`src/rtl/pmips_seqmul.sv`:
```
// Sequential signed multiplier for the picoMIPS datapath: radix-2 shift-add on operand
// magnitudes over n cycles, sign fix-up and half-select on the edge entering DONE.
module pmips_seqmul #(
    parameter int unsigned n = 8
) (
    input  logic         clk,
    input  logic         nReset,
    input  logic         start,
    input  logic         mode,
    input  logic [n-1:0] a,
    input  logic [n-1:0] b,
    output logic [n-1:0] Wdata,
    output logic         w,
    output logic         busy
);

    localparam int unsigned DW = 2 * n;
    localparam int unsigned CW = $clog2(n + 1);
    localparam logic [CW-1:0] LastIter = CW'(n - 1);

    typedef enum logic [1:0] {
        StIdle,
        StRun,
        StDone
    } state_e;

    state_e state_q, state_d;

    logic          sign_q, sign_d;
    logic          mode_q, mode_d;
    logic [n-1:0]  mag_a_q, mag_a_d;
    logic [n-1:0]  mag_b_q, mag_b_d;
    logic [DW-1:0] acc_q, acc_d;
    logic [CW-1:0] cnt_q, cnt_d;
    logic [n-1:0]  wdata_q, wdata_d;

    logic [DW-1:0] addend;
    logic [DW-1:0] acc_sum;
    logic [DW-1:0] prod;

    // Two's complement magnitude; the most negative value maps to 2^(n-1), which fits unsigned.
    function automatic logic [n-1:0] magnitude(input logic [n-1:0] v);
        logic [n-1:0] r;
        r = v[n-1] ? (~v + {{(n-1){1'b0}}, 1'b1}) : v;
        return r;
    endfunction

    // State register
    always_ff @(posedge clk or negedge nReset) begin
        if (!nReset) begin
            state_q <= StIdle;
        end else begin
            state_q <= state_d;
        end
    end

    // Next-state logic
    always_comb begin
        state_d = state_q;
        unique case (state_q)
            StIdle:  if (start) state_d = StRun;
            StRun:   if (cnt_q == LastIter) state_d = StDone;
            StDone:  state_d = StIdle;
            default: state_d = StIdle;
        endcase
    end

    // Output logic
    always_comb begin
        busy  = (state_q != StIdle);
        w     = (state_q == StDone);
        Wdata = wdata_q;
    end

    // Datapath next-state
    always_comb begin
        sign_d  = sign_q;
        mode_d  = mode_q;
        mag_a_d = mag_a_q;
        mag_b_d = mag_b_q;
        acc_d   = acc_q;
        cnt_d   = cnt_q;
        wdata_d = wdata_q;

        addend  = mag_b_q[0] ? (DW'(mag_a_q) << cnt_q) : '0;
        acc_sum = acc_q + addend;
        // The final product is formed from this cycle's sum so the result lands on the DONE edge.
        prod    = sign_q ? (~acc_sum + DW'(1)) : acc_sum;

        unique case (state_q)
            StIdle: begin
                if (start) begin
                    sign_d  = a[n-1] ^ b[n-1];
                    mag_a_d = magnitude(a);
                    mag_b_d = magnitude(b);
                    mode_d  = mode;
                    acc_d   = '0;
                    cnt_d   = '0;
                end
            end
            StRun: begin
                acc_d   = acc_sum;
                mag_b_d = mag_b_q >> 1;
                cnt_d   = cnt_q + CW'(1);
                if (cnt_q == LastIter) begin
                    wdata_d = mode_q ? prod[DW-1:n] : prod[n-1:0];
                end
            end
            default: ;
        endcase
    end

    // Datapath registers
    always_ff @(posedge clk or negedge nReset) begin
        if (!nReset) begin
            sign_q  <= 1'b0;
            mode_q  <= 1'b0;
            mag_a_q <= '0;
            mag_b_q <= '0;
            acc_q   <= '0;
            cnt_q   <= '0;
            wdata_q <= '0;
        end else begin
            sign_q  <= sign_d;
            mode_q  <= mode_d;
            mag_a_q <= mag_a_d;
            mag_b_q <= mag_b_d;
            acc_q   <= acc_d;
            cnt_q   <= cnt_d;
            wdata_q <= wdata_d;
        end
    end

endmodule

```
`config.mk`:
```
export PLATFORM = sky130hd
export DESIGN_NAME = pmips_seqmul
export DESIGN_NICKNAME = d
export VERILOG_FILES = /design/src/rtl/pmips_seqmul.sv
export SDC_FILE = /design/constraint.sdc
export NUM_CORES = 1
export LEC_CHECK = 0
export BUFFER_PORTS_ARGS = -buffer_cell sky130_fd_sc_hd__buf_2
export CAP_MARGIN = 10
export CORE_MARGIN = 5
export CORE_UTILIZATION = 25
export CTS_CLUSTER_DIAMETER = 80
export DETAILED_ROUTE_END_ITERATION = 10
export SYNTH_ARGS = -nofsm -noshare
export SYNTH_HDL_FRONTEND = slang
export SYNTH_SLANG_ARGS = --single-unit
```
`constraint.sdc`:
```
create_clock -name clk -period 4.55 [get_ports clk]
set_clock_uncertainty 0.05 [all_clocks]
set_input_delay 0.2275 -clock clk [delete_from_list [all_inputs] [get_ports clk]]
set_output_delay 0.2275 -clock clk [all_outputs]
set_load 0.1 [all_outputs]
```
==> run_results.csv <==
group,metric,value,unit
outcome,outcome,"finished with violations",
outcome,failed_checks,"negative hold slack",
worst_setup_path,cp_cell_sequence,"mux2_2 -> nand2_1 -> o21ai_0 -> mux2i_1 -> o22ai_1 -> and2_1 -> ha_1 -> nand2_1 -> o31ai_1 -> xnor2_1 -> o211ai_1 -> nor4_2 -> nor3_1 -> nor4_1 -> a21oi_1",
detailed_routing,antenna_left,0,
logic_synthesis,ys_top_cells_by_area,"dfrtp_1 (32%), ha_1 (6.3%), o21ai_0 (6.2%)",
logic_synthesis,synthFlopType,"dfrtp_1",
sta,post-route-period-util,91.7,%
logic_synthesis,synth_compound_area_share,21.6,%
final_layout,syn_to_final_growth,12.4,%
clocking,clk_pin_slew,0.06,ns
sta,fmax,240,MHz
floorplanning,dieHeight,133,µm
grt,grt_max_degree,49,
power_and_ir_drop,vdd_drop_max,0.000234,V
detailed_routing,drt_iter0_markers,208,
logic_synthesis,synth_cells,458,
power_and_ir_drop,leakagePower,1.92,nW
final_layout,layout.nets,514,
clocking,clock-root-buffer,"clkbuf_16",
logic_synthesis,ys_warn_count,0,
detailed_routing,vias_per_cell,4.92,
final_layout,antenna_cells,0,
sta,rsz0062_at_grt,"false",
floorplanning,num_rows,45,
sta,layout_min_cycle_time,4.17,ns
final_layout,register_area,1200,µm²
detailed_routing,routed_wl,9240,µm
worst_setup_path,critical_path_buf_inv_count,0,
power_and_ir_drop,power_frac_clock,10.7,%
sta,hold_viol,19,
logic_synthesis,synth.largest_area_cell,"dfrtp_1",
sta,slew_headroom,54.6,%
logic_synthesis,ys_ff_latch,48,
grt,grtUsageTotal,10.7,%
place,io_buffers,29,
detailed_routing,vias,3258,
clocking,htreeDepth,2,
logic_synthesis,yosysUniqueCellTypes,59,
floorplanning,start_util,25.1,%
logic_synthesis,synth-xor-area-share,9.02,%
worst_setup_path,worstPathArrival,4.30,ns
floorplanning,die_w,133,µm
grt,antenna_found_initial,0,
detailed_routing,route.detailed.drc,0,
grt,grt_pass1_vias,3257,
place,place_ws,0.323,ns
final_layout,multi_input_area,2400,µm²
worst_setup_path,end_kind,"flip-flop",
logic_synthesis,synth_top_family_by_area,"compound AO/OA/AOI/OAI gates",
worst_setup_path,reg2reg_from,"cnt_q[0]",
sta,finalSetupTns,0,ns
clocking,clk_latency,0.29,ns
power_and_ir_drop,switchingPower,1.77,mW
final_layout,fillCellCount,1590,
grt,grt_pass1_wl,15800,µm
worst_setup_path,reg2reg_to,"Wdata[7]",
detailed_routing,dr.pass1.iters,5,
grt,grt.overflow.total,0,
floorplanning,die_area,17700,µm²
logic_synthesis,async_reset_ff_share,100,%
flow_run,cap_violations,0,
logic_synthesis,ys_seq_area_share,31.8,%
clocking,cts-buffers-inserted,5,
logic_synthesis,synth_area,3770,µm²
worst_setup_path,slowest_delay,0.53,ns
power_and_ir_drop,p_seq_share,23.4,%
worst_setup_path,worstPathRequired,4.68,ns
clocking,clockBufferDepth,2,
power_and_ir_drop,combPwrFrac,65.9,%
sta,slew_violations,0,
floorplanning,design.core.area,15000,µm²
worst_setup_path,criticalPathCategory,"reg -> reg",
logic_synthesis,syn_area_per_cell,8.24,µm²
sta,worst_slack,0.377,ns
worst_setup_path,crit_top_cell,"nand2_1",
logic_synthesis,muxShareOfSynthArea,4.54,%
place,gp_congestion,0.865,
detailed_routing,wl_per_cell,14.0,µm
logic_synthesis,synthSimpleGateAreaFrac,21.5,%
worst_setup_path,cp_slowest_cell,"dfrtp_2",
worst_setup_path,r2r_slack,0.38,ns
sta,hold_slack,-0.0301,ns
min_path,hold_path.class,"in -> async",
logic_synthesis,synth_edf_count,0,
worst_setup_path,path_max_fanout,13,
logic_synthesis,synth_fa_ha_area_share,6.83,%
clocking,cts_tree,"built",
worst_setup_path,worst-r2r-cell-count,15,
sta,worst_pin_slew,0.680,ns
logic_synthesis,synthesis.nets,498,
worst_setup_path,start_kind,"flip-flop",
sta,setup_viol,0,
worst_setup_path,cp_top_family,"simple AND/OR/NAND/NOR gates",
final_layout,drive_above_1_share,11.8,%
power_and_ir_drop,p_per_area,798,nW/µm²
power_and_ir_drop,swShare,52.3,%
floorplanning,ioPinCount,30,
power_and_ir_drop,p_int,1.62,mW
logic_synthesis,synth_top_area_share,31.8,%
place,hpwl,7030,µm
clocking,clock_sinks,48,
final cells by class:
class	instances	share of cell area (%)
flip-flops and latches	48	28.3
inverters	14	1.24
repair buffers	36	5.13
clock buffers	5	2.95
multi-input cells	369	56.5
clock inverters	2	0.295
well taps	188	5.55
cell usage after synthesis, drive strengths merged, types with 6 or more instances:
cell    instances
ha             19
nor2b          12
a21o           10
a22oi           7
xnor2          20
xor2           18
a21oi          15
dfrtp          48
nor3           11
inv            14
o21ai          50
o31ai           6
clkbuf         23
mux2i          16
nor2           29
nand2          62
nand3          25
sequential cells by signal (all words and copies together) (netlist names):
register,flops
Wdata,8
acc_q,16
cnt_q,4
mag_a_q,8
mag_b_q,8
mode_q,1
sign_q,1
state_q,2
cells in the final DEF, fill, tap and decap left out, drive strengths merged, types with 4 or more instances in the layout:
| master | Yosys | final |
|---|---|---|
| dfrtp | 48 | 48 |
| ha | 19 | 19 |
| inv | 14 | 14 |
| nor4 | 4 | 4 |
| nand3 | 25 | 25 |
| o21ai | 50 | 50 |
| nor3 | 11 | 11 |
| xnor2 | 20 | 20 |
| o31ai | 6 | 6 |
| a21oi | 15 | 15 |
| and2 | 5 | 5 |
| o21a | 5 | 5 |
| xor2 | 18 | 18 |
| nor2b | 12 | 12 |
| a22oi | 7 | 7 |
| buf | 4 | 36 |
| or3 | 4 | 4 |
| nand2b | 5 | 5 |
| nand2 | 62 | 62 |
| nor2 | 29 | 29 |
| a21o | 10 | 10 |
| mux2i | 16 | 16 |
| clkbuf | 23 | 5 |
| a31oi | 5 | 5 |
| a211oi | 4 | 4 |
logic make-up after synthesis:
| logic type | Yosys count |
|---|---|
| buffers and inverters | 41 |
| adder cells (fa/ha/maj) | 20 |
| AO/OA/AOI/OAI | 124 |
| AND/OR/NAND/NOR | 170 |
| XOR/XNOR | 38 |
| multiplexers | 17 |
| flip-flops | 48 |
power groups by stage:
stage               Clock [mW]  Combinational (mW)  Sequential, mW
floorplan                    0                1.60           0.936
global placement             0                2.16           0.797
detailed placement           0                2.21           0.798
CTS                      0.374                2.22           0.793
global route             0.386                2.47           0.825
finish                   0.363                2.23           0.794
timing repair:
action | 4_1_cts | 5_1_grt
setup endpoints to repair | 0 | 2
hold buffers | 0 | 0
resized for setup | 0 | 1
buffers inserted | 0 | 0
routing by layer:
layer	global-route usage, %	up-vias	wire [µm]
met5	0	-	0
met4	3.75	0	173
met3	2.43	14	504
met2	16.0	78	3980
met1	15.2	1505	4580
li1	-	1661	-
worst max-delay path by stage:
stage / slack (ns) / cells past startpoint / start / end
floorplan: 0.55 / 16 / cnt_q[1] / Wdata[6]
global placement: 0.40 / 15 / cnt_q[0] / Wdata[6]
detailed placement: 0.32 / 15 / cnt_q[0] / Wdata[6]
CTS: 0.30 / 16 / cnt_q[0] / Wdata[7]
global route: 0.10 / 15 / cnt_q[0] / Wdata[1]
finish: 0.38 / 15 / cnt_q[0] / Wdata[7]
per-stage QoR:
stage	total power [mW]	instances	utilization (%)	instance area, µm²	hold slack [ns]
5_1_grt	3.68	662	28.2	4240	0.0663
6_report	3.39	662	28.2	4240	-0.0301
4_1_cts	3.39	661	28.0	4210	0.0181
2_1_floorplan	2.54	458	-	3770	-0.118
3_3_place_gp	2.96	654	27.1	4080	0.325
3_5_place_dp	3.01	654	27.1	4080	0.332
(Power assumes the default switching activity.)
